### src/rtl/control_sequencer_pkg.sv
// Shared definitions for the accumulator processor control unit.
// Opcode map, ALU/bus select encodings and the sequencer state enum.
package control_sequencer_pkg;

  localparam logic [3:0] OP_JC    = 4'h0;
  localparam logic [3:0] OP_JNC   = 4'h1;
  localparam logic [3:0] OP_CMPI  = 4'h2;
  localparam logic [3:0] OP_CMPM  = 4'h3;
  localparam logic [3:0] OP_LIT   = 4'h4;
  localparam logic [3:0] OP_IN    = 4'h5;
  localparam logic [3:0] OP_LD    = 4'h6;
  localparam logic [3:0] OP_ST    = 4'h7;
  localparam logic [3:0] OP_JZ    = 4'h8;
  localparam logic [3:0] OP_JNZ   = 4'h9;
  localparam logic [3:0] OP_ADDI  = 4'hA;
  localparam logic [3:0] OP_ADDM  = 4'hB;
  localparam logic [3:0] OP_JMP   = 4'hC;
  localparam logic [3:0] OP_OUT   = 4'hD;
  localparam logic [3:0] OP_NANDI = 4'hE;
  localparam logic [3:0] OP_NANDM = 4'hF;

  localparam logic [1:0] ALU_PASS = 2'd0;
  localparam logic [1:0] ALU_ADD  = 2'd1;
  localparam logic [1:0] ALU_SUB  = 2'd2;
  localparam logic [1:0] ALU_NAND = 2'd3;

  localparam logic [1:0] BUS_OPND = 2'd0;
  localparam logic [1:0] BUS_RAM  = 2'd1;
  localparam logic [1:0] BUS_IN   = 2'd2;

  typedef enum logic [1:0] {
    ST_FETCH = 2'd0,
    ST_EXEC  = 2'd1,
    ST_JUMP  = 2'd2,
    ST_MEM   = 2'd3
  } state_t;

endpackage

### src/rtl/control_sequencer_decode.sv
// cs_decode: pure combinational opcode decode.
// Ports: instr (opcode) -> instruction class flags (two_byte, is_jump,
// is_mem, is_store), the enables the op asserts when it executes
// (acc_en, flags_en, out_en) and its ALU/bus selects. The sequencer
// decides in which cycle these are actually driven out.
module cs_decode
  import control_sequencer_pkg::*;
(
  input  logic [3:0] instr,
  output logic       two_byte,
  output logic       is_jump,
  output logic       is_mem,
  output logic       is_store,
  output logic       acc_en,
  output logic       flags_en,
  output logic       out_en,
  output logic [1:0] alu_op,
  output logic [1:0] bus_sel
);

  always_comb begin
    two_byte = 1'b0;
    is_jump  = 1'b0;
    is_mem   = 1'b0;
    is_store = 1'b0;
    acc_en   = 1'b0;
    flags_en = 1'b0;
    out_en   = 1'b0;
    alu_op   = ALU_PASS;
    bus_sel  = BUS_OPND;
    case (instr)
      OP_LIT:   acc_en = 1'b1;
      OP_IN:    begin acc_en = 1'b1; bus_sel = BUS_IN; end
      OP_CMPI:  begin flags_en = 1'b1; alu_op = ALU_SUB; end
      OP_ADDI:  begin acc_en = 1'b1; flags_en = 1'b1; alu_op = ALU_ADD; end
      OP_NANDI: begin acc_en = 1'b1; flags_en = 1'b1; alu_op = ALU_NAND; end
      OP_OUT:   out_en = 1'b1;
      OP_JC, OP_JNC, OP_JZ, OP_JNZ, OP_JMP: begin
        two_byte = 1'b1;
        is_jump  = 1'b1;
      end
      OP_CMPM: begin
        two_byte = 1'b1; is_mem = 1'b1; flags_en = 1'b1;
        alu_op = ALU_SUB; bus_sel = BUS_RAM;
      end
      OP_LD: begin
        two_byte = 1'b1; is_mem = 1'b1; acc_en = 1'b1;
        alu_op = ALU_PASS; bus_sel = BUS_RAM;
      end
      OP_ST: begin
        two_byte = 1'b1; is_mem = 1'b1; is_store = 1'b1;
      end
      OP_ADDM: begin
        two_byte = 1'b1; is_mem = 1'b1; acc_en = 1'b1; flags_en = 1'b1;
        alu_op = ALU_ADD; bus_sel = BUS_RAM;
      end
      OP_NANDM: begin
        two_byte = 1'b1; is_mem = 1'b1; acc_en = 1'b1; flags_en = 1'b1;
        alu_op = ALU_NAND; bus_sel = BUS_RAM;
      end
      default: ;
    endcase
  end

endmodule

### src/rtl/control_sequencer.sv
// control_sequencer: fetch/execute sequencer for the 4-bit accumulator CPU.
// Owns the PC and a FETCH/EXEC/JUMP/MEM state machine; drives all datapath
// load enables, ALU/bus selects and RAM strobes combinationally from the
// current state and the fetched opcode (no extra output latency).
// Ports: clk, reset (sync, active high), run, instr/operand (fetch reg),
// prog_byte (ROM data at pc), c_flag/z_flag, ram_ready -> pc, addr,
// en_fetch/en_acc/en_flags/en_out, alu_op, bus_sel, ram_re/ram_we,
// phase, busy.
module control_sequencer
  import control_sequencer_pkg::*;
#(
  parameter int              PC_W     = 12,
  parameter logic [PC_W-1:0] RESET_PC = '0
) (
  input  logic            clk,
  input  logic            reset,
  input  logic            run,
  input  logic [3:0]      instr,
  input  logic [3:0]      operand,
  input  logic [7:0]      prog_byte,
  input  logic            c_flag,
  input  logic            z_flag,
  input  logic            ram_ready,
  output logic [PC_W-1:0] pc,
  output logic [PC_W-1:0] addr,
  output logic            en_fetch,
  output logic            en_acc,
  output logic            en_flags,
  output logic            en_out,
  output logic [1:0]      alu_op,
  output logic [1:0]      bus_sel,
  output logic            ram_re,
  output logic            ram_we,
  output logic            phase,
  output logic            busy
);

  state_t     state;
  logic [7:0] addr_lo;
  logic [11:0] target;
  logic       taken;

  logic       d_two_byte, d_is_jump, d_is_mem, d_is_store;
  logic       d_acc_en, d_flags_en, d_out_en;
  logic [1:0] d_alu_op, d_bus_sel;

  cs_decode u_decode (
    .instr    (instr),
    .two_byte (d_two_byte),
    .is_jump  (d_is_jump),
    .is_mem   (d_is_mem),
    .is_store (d_is_store),
    .acc_en   (d_acc_en),
    .flags_en (d_flags_en),
    .out_en   (d_out_en),
    .alu_op   (d_alu_op),
    .bus_sel  (d_bus_sel)
  );

  // Operand nibble supplies the page, second byte the offset.
  assign target = {operand, addr_lo};
  assign addr   = PC_W'(target);

  always_comb begin
    case (instr)
      OP_JMP:  taken = 1'b1;
      OP_JC:   taken = c_flag;
      OP_JNC:  taken = ~c_flag;
      OP_JZ:   taken = z_flag;
      OP_JNZ:  taken = ~z_flag;
      default: taken = 1'b0;
    endcase
  end

  always_ff @(posedge clk) begin
    if (reset) begin
      state   <= ST_FETCH;
      pc      <= RESET_PC;
      addr_lo <= '0;
    end else begin
      case (state)
        ST_FETCH: if (run) begin
          pc    <= pc + PC_W'(1);
          state <= ST_EXEC;
        end
        ST_EXEC: if (d_two_byte) begin
          // Second byte is ROM data at the already-incremented pc.
          addr_lo <= prog_byte;
          pc      <= pc + PC_W'(1);
          state   <= d_is_jump ? ST_JUMP : ST_MEM;
        end else begin
          state <= ST_FETCH;
        end
        ST_JUMP: begin
          if (taken) pc <= PC_W'(target);
          state <= ST_FETCH;
        end
        ST_MEM: if (ram_ready) state <= ST_FETCH;
        default: state <= ST_FETCH;
      endcase
    end
  end

  // Strobes are forced low while reset is high so an aborted access never
  // commits anything in the reset cycle.
  always_comb begin
    en_fetch = 1'b0;
    en_acc   = 1'b0;
    en_flags = 1'b0;
    en_out   = 1'b0;
    alu_op   = ALU_PASS;
    bus_sel  = BUS_OPND;
    ram_re   = 1'b0;
    ram_we   = 1'b0;
    if (!reset) begin
      case (state)
        ST_FETCH: en_fetch = run;
        ST_EXEC: if (!d_two_byte) begin
          en_acc   = d_acc_en;
          en_flags = d_flags_en;
          en_out   = d_out_en;
          alu_op   = d_alu_op;
          bus_sel  = d_bus_sel;
        end
        ST_MEM: if (d_is_mem) begin
          alu_op   = d_alu_op;
          bus_sel  = d_bus_sel;
          ram_we   = d_is_store;
          ram_re   = ~d_is_store;
          en_acc   = ram_ready & d_acc_en;
          en_flags = ram_ready & d_flags_en;
        end
        default: ;
      endcase
    end
  end

  assign phase = (state != ST_FETCH);
  assign busy  = (state != ST_FETCH);

endmodule

### config.mk
export PLATFORM = sky130hd
export DESIGN_NAME = control_sequencer
export DESIGN_NICKNAME = d
export VERILOG_FILES = /design/src/rtl/control_sequencer_pkg.sv /design/src/rtl/control_sequencer_decode.sv /design/src/rtl/control_sequencer.sv
export SDC_FILE = /design/constraint.sdc
export NUM_CORES = 1
export LEC_CHECK = 0
export ABC_AREA = 1
export CAP_MARGIN = 20
export CORE_MARGIN = 5
export CORE_UTILIZATION = 35
export CTS_CLUSTER_SIZE = 14
export DETAILED_ROUTE_END_ITERATION = 8
export PLACE_DENSITY_LB_ADDON = 0.3
export RECOVER_POWER = 100
export SYNTH_ARGS = -nofsm -noshare
export SYNTH_HDL_FRONTEND = slang
export SYNTH_SLANG_ARGS = --single-unit
### constraint.sdc
create_clock -name clk -period 1.4 [get_ports clk]
set_clock_uncertainty 0.1 [all_clocks]
set_input_delay 0.21 -clock clk [delete_from_list [all_inputs] [get_ports clk]]
set_output_delay 0.21 -clock clk [all_outputs]
set_load 0.005 [all_outputs]
==> results.yml, run 1 <==
yosys:
  yosysSeqAreaShare_pct: 27.1
  synth_cell_type_count: 34
  synthesis.area_mm2: 0.00162
  synth_warnings: 0
  synth_common_cells: "nand2_1, nor2_1, inv_1"
  synth-adder-area-share_pct: 0.770
  yosys.area.top_type: "dfxtp_1"
  synth-xor-area-share_pct: 0
  synth_compound_area_share_pct: 14.6
  muxShareOfSynthArea_pct: 0
  yosys_register_bits: 22
  yosys.area.top_type_share_pct: 27.1
  synth_most_common_cell: "nand2_1"
  postSynthCellCount: 264
  syn_nets: 287
  ys.flop_type: "dfxtp_1"
  synth_top_family_by_area: "simple AND/OR/NAND/NOR gates"
  synth_edf_count: 0
  avgSynthCellArea_um2: 6.15
  yosys.area_share.simple_pct: 43.5
  ys_top_cells_by_area: "dfxtp_1, nand2_1, nor2_1"
  synth_async_sr_flop_share_pct: 0
placed_design:
  gp_congestion: 0.932
  hpwl_um: 3750
  io_buffer_count: 57
  dpl_cell_area_mm2: 0.00249
  pre_cts_ws_ps: -940
critical_path:
  crit_start: "state[0]"
  cp_num_buf_inv: 3
  worstPathArrival_ps: 1360
  required_ps: 1090
  critPathMaxStageDelay_ps: 390
  path_cells: "inv_4 > nor2_4 > inv_2 > o21ai_2 > nand2_2 > nor2_1 > buf_2"
  end_kind: "output pin"
  r2r_start: "state[1]"
  crit_end: "alu_op[1]"
  crit_cells: 7
  critPathMaxFanout: 3
  r2r_end: "pc[10]"
  r2r_slack_ps: -170
  critical_path_class: "register to output pin"
  cpMaxStageDelayCell: "dfxtp_4"
  cp_top_family: "flip-flops"
  start_kind: "register"
  rr_worst_depth: 11
timing:
  slew_violations: 0
  min_period_over_period_pct: 119
  min_period_ps: 1670
  tightest_slew_ps: 322
  hold_viol_final: 0
  max_freq_ghz: 0.600
  setup-violations-final: 24
  grt_setup_unrepaired: "yes"
  setup_slack_ps: -267
  relSlewSlack_pct: 78.5
clock_tree:
  clockBufferDepth: 2
  clk_latency_ps: 270
  cts_tree: "yes"
  cts_inserted_buffers: 3
  clkSinkCount: 22
  htreeDepth: 1
  path_clk_slew_ps: 80
  cts-root-buf: "clkbuf_8"
floorplanning:
  die_h_um: 78.1
  core_area_mm2: 0.00441
  die_w_um: 78.1
  die_area_mm2: 0.00610
  rows: 24
  start_util_pct: 36.8
  boundaryPins: 58
pwr:
  ir_worst_vdd_mv: 0.542
  power_leakage_nw: 1.45
  p_per_area_mw_per_mm2: 762
  total_power_mw: 2.33
routing:
  vias_per_cell: 4.97
  drt-total-wl_um: 5970
  drc: 0
  wl_per_cell_um: 13.8
  ant_nets: 0
  num_vias: 2143
  first_iter_violations: 169
  firstDrtPassIters: 4
global_routing:
  antenna_found_initial: 0
  grt.overflow.total: 0
  grtUsageTotal_pct: 17.9
  grt_pass1_vias: 2007
  grt_pass1_wl_um: 9110
  grt_max_degree: 18
layout:
  design_area_mm2: 0.00306
  final_util_pct: 69.2
  n_antenna_cell: 0
  final_layout_size_suffix_gt1_share_pct: 49.1
  finish.net_count: 403
  fill_cells: 352
  syn_to_final_growth_pct: 88.1
run_status:
  violations: "negative setup slack"
  outcome: "finished with violations"
worst_hold_path:
  holdCritPathClass: "input pin to register"
run:
  max_cap_viol_count: 0
-- repair_timing --
item,4_1_cts,5_1_grt
hold buffers,0,0
buffers inserted,20,5
endpoints found under the setup margin,58,33
resized for setup,141,61
hold endpoints to repair,0,0
pin swaps,13,22
gates cloned,1,1
-- worst min-delay path: stages --
cell	delay, ps
buf_2	150
inv_1	120
a21oi_2	80
nand3_1	70
a31oi_1	60
-- how the worst min path moves through the flow --
stage | cells after the start | to | slack [ps] | from
detailed placement | 2 | addr_lo[3] | 380 | addr_lo[3]
floorplan | 2 | addr_lo[0] | 280 | prog_byte[0]
CTS | 5 | state[0] | 320 | instr[2]
global placement | 2 | addr_lo[5] | 360 | addr_lo[5]
global route | 5 | state[0] | 390 | instr[2]
finish | 5 | state[0] | 350 | instr[2]
-- cell type report --
class                   count  area, µm²  area share [%]
multi-input cells         199       1270            41.6
repair buffers            121       1050            34.3
flip-flops and latches     22        479            15.7
inverters                  33        139            4.55
well taps                  52       65.1            2.13
clock buffers               4       55.1            1.80
-- registers in the layout, indices dropped and copies added (netlist names) --
name	cells
state	2
pc	12
addr_lo	8
-- where the power goes --
part           switching (mW)  internal (mW)  total, mW
Combinational           0.548          0.533       1.08
Sequential             0.0562          0.709      0.765
Clock                   0.231          0.252      0.482
-- stage by stage --
step,setup TNS (ps),instances,hold slack (ps)
finish,-3950,431,351
global route,-5640,431,391
CTS,-4090,426,324
detailed placement,-21540,401,377
global placement,-20980,401,360
floorplan,0,264,276
-- logic make-up after synthesis --
| logic type | after synthesis |
|---|---|
| AO/OA/AOI/OAI | 42 |
| adder cells (fa/ha/maj) | 1 |
| AND/OR/NAND/NOR | 154 |
| buffers and inverters | 45 |
| flip-flops | 22 |
-- cells in the final DEF, fill, tap and decap left out, drive strengths merged, types with 2 or more instances in the layout --
cell type      count
buf               76
nand2             75
nor2              47
inv               33
dlygate4sd2       26
nand3             26
dfxtp             22
a21oi             20
clkdlybuf4s50     16
o21ai             16
clkbuf             5
nor4               3
a211oi             2
nand3b             2
nand4              2
clkdlybuf4s15      2
-- layer usage --
metal | vias to the layer above | part of all wire (%) | global-route usage [%]
met4 | 0 | 1.8 | 5.41
met5 | - | 0 | 0
met3 | 12 | 6.4 | 3.89
met1 | 992 | 41 | 23.0
met2 | 68 | 51 | 29.7
li1 | 1071 | - | -
(Power assumes the default switching activity.)
==> inputs of run 2 (changes only) <==
--- a/config.mk
+++ b/config.mk
@@ -11,8 +11,9 @@
 export CORE_UTILIZATION = 35
 export CTS_CLUSTER_SIZE = 14
 export DETAILED_ROUTE_END_ITERATION = 8
-export PLACE_DENSITY_LB_ADDON = 0.3
+export PLACE_DENSITY = 0.73
 export RECOVER_POWER = 100
+export SLEW_MARGIN = 0
 export SYNTH_ARGS = -nofsm -noshare
 export SYNTH_HDL_FRONTEND = slang
 export SYNTH_SLANG_ARGS = --single-unit
==> run 2 against run 1 <==
Effect of this change: the run still ends with negative setup slack left; clock power hardly changed; critical path depth is 1 higher; cell count is 0.46% higher; global-route usage is 1.1 points higher; setup slack worse by 69 ps; sequential power hardly changed; via count is 6.1% higher; maximum frequency is 4.0% lower; core utilization is 0.17 points lower; design area is 0.25% lower; clock-buffer cell count stayed put; register-to-register slack worse by 100 ps; largest power group unchanged.
==> results.yml, run 2 (synthesized netlist as in run 1, its figures left out) <==
floorplanning:
  core_area_mm2: 0.00441
  start_util_pct: 36.8
  boundaryPins: 58
  die_w_um: 78.1
  rows: 24
  die_h_um: 78.1
  die_area_mm2: 0.00610
layout:
  syn_to_final_growth_pct: 87.7
  final_util_pct: 69.0
  finish.net_count: 405
  largest_reg_flops: 12
  final_layout_size_suffix_gt1_share_pct: 45.1
  n_antenna_cell: 0
  layout_common_cells: "nand2_1, buf_4, dlygate4sd2_1"
  fin_cells: 433
  mostFrequentLayoutCell: "nand2_1"
  largest-register: "pc"
  top_regs: "pc: 12 flops, addr_lo: 8 flops, state: 2 flops"
placed_design:
  gp_congestion: 0.887
  post-place-cells: 404
  hpwl_um: 3840
  io_buffer_count: 57
  pre_cts_ws_ps: -829
critical_path:
  worstPathArrival_ps: 1430
  end_kind: "output pin"
  rr_worst_depth: 11
  critical_path_class: "register to output pin"
  r2r_slack_ps: -270
  start_kind: "register"
  required_ps: 1090
  r2r_end: "pc[6]"
  critPathMaxFanout: 3
  r2r_start: "state[0]"
run:
  max_cap_viol_count: 0
clock_tree:
  cts-root-buf: "clkbuf_8"
  clockBufferDepth: 2
  cts_tree: "yes"
  htreeDepth: 1
  cts_inserted_buffers: 3
  clkSinkCount: 22
  clk_latency_ps: 270
  path_clk_slew_ps: 80
routing:
  ant_nets: 0
  num_vias: 2274
  vias_per_cell: 5.25
  wl_per_cell_um: 15.1
  drc: 0
  first_iter_violations: 142
  drt-total-wl_um: 6560
  firstDrtPassIters: 4
pwr:
  ir_worst_vdd_mv: 0.602
  power_leakage_nw: 1.46
  p_per_area_mw_per_mm2: 770
timing:
  setup-violations-final: 34
  max_freq_ghz: 0.576
  grt_setup_unrepaired: "yes"
  min_period_ps: 1740
  relSlewSlack_pct: 79.0
  setup_slack_ps: -337
  tightest_slew_ps: 315
  min_period_over_period_pct: 124
  slew_violations: 0
  hold_viol_final: 0
global_routing:
  antenna_found_initial: 0
  grtUsageTotal_pct: 19.0
  grt.overflow.total: 0
  grt_pass1_wl_um: 9660
  grt_max_degree: 18
  grt_pass1_vias: 2091
worst_hold_path:
  hold-path-cell-count: 2
  hold_start: "addr_lo[0]"
  hold-path-endpoint: "addr_lo[0]"
  holdCritPathClass: "register to register"
run_status:
  violations: "negative setup slack"
  outcome: "finished with violations"
## run 2: cell types whose count changed in the layout (fill, tap and decap cells not counted), moves of 3 or more
cell and delta:
inv_4 -5, nor2_2 -4, o21ai_1 +4, a21oi_1 +3, a21oi_2 -3, nand2_1 +3, nor2_1 +3, o21ai_2 -3
## run 2: layer usage
layer	wire [µm]	GRT usage, %	vias to the layer above
met5	0	0	-
met4	191	6.42	0
met3	377	3.32	23
met2	3340	33.0	90
met1	2650	23.4	1076
li1	-	-	1085
## run 2: repair_timing
action | in CTS | in global routing
setup buffers | 20 | 4
resized for setup | 124 | 53
pin swaps | 12 | 20
setup endpoints to repair | 58 | 34
hold buffers | 0 | 0
gates cloned | 2 | 1
## run 2: power breakdown
part / leakage (nW) / total (mW) / internal [mW] / switching, mW
Sequential: 0.189 / 0.764 / 0.709 / 0.0548
Combinational: 1.24 / 1.10 / 0.534 / 0.565
Clock: 0.0288 / 0.483 / 0.252 / 0.232
Total: 1.46 / 2.35 / 1.50 / 0.851
## run 2: critical path: stages (launching register included)
cell	delay (ps)
dfxtp_4	380
nand2_2	60
inv_2	90
nand3_4	100
buf_6	150
o21ai_2	50
nand2_1	90
nor2_1	110
buf_2	120
## run 2: area by class of cell
class	instances	area, µm²
Multi-Input combinational cell	199	1230
Fill cell	346	1370
Tap cell	52	65.1
Clock buffer	4	55.1
Inverter	33	133
Sequential cell	22	475
Timing Repair Buffer	123	1090
## run 2: worst max path at each step
stage                  start   endpoint  depth (start not counted)
floorplan           state[1]     pc[10]                         10
global placement    instr[3]  alu_op[1]                         10
detailed placement  instr[2]     en_acc                          8
CTS                 state[1]     en_acc                          8
global route        state[1]  alu_op[0]                          8
finish              state[1]  alu_op[0]                          8
## run 2: metrics by stage
| stage | area, µm² | setup TNS (ps) | power [mW] | hold slack [ps] |
|---|---|---|---|---|
| 2_1_floorplan | 1640 | 0 | 1.20 | 276 |
| 3_3_place_gp | 2520 | -18270 | 1.58 | 361 |
| 3_5_place_dp | 2520 | -19230 | 1.59 | 361 |
| 4_1_cts | 2840 | -4600 | 2.18 | 375 |
| 5_1_grt | 3050 | -7850 | 2.48 | 410 |
| 6_report | 3050 | -5620 | 2.35 | 389 |
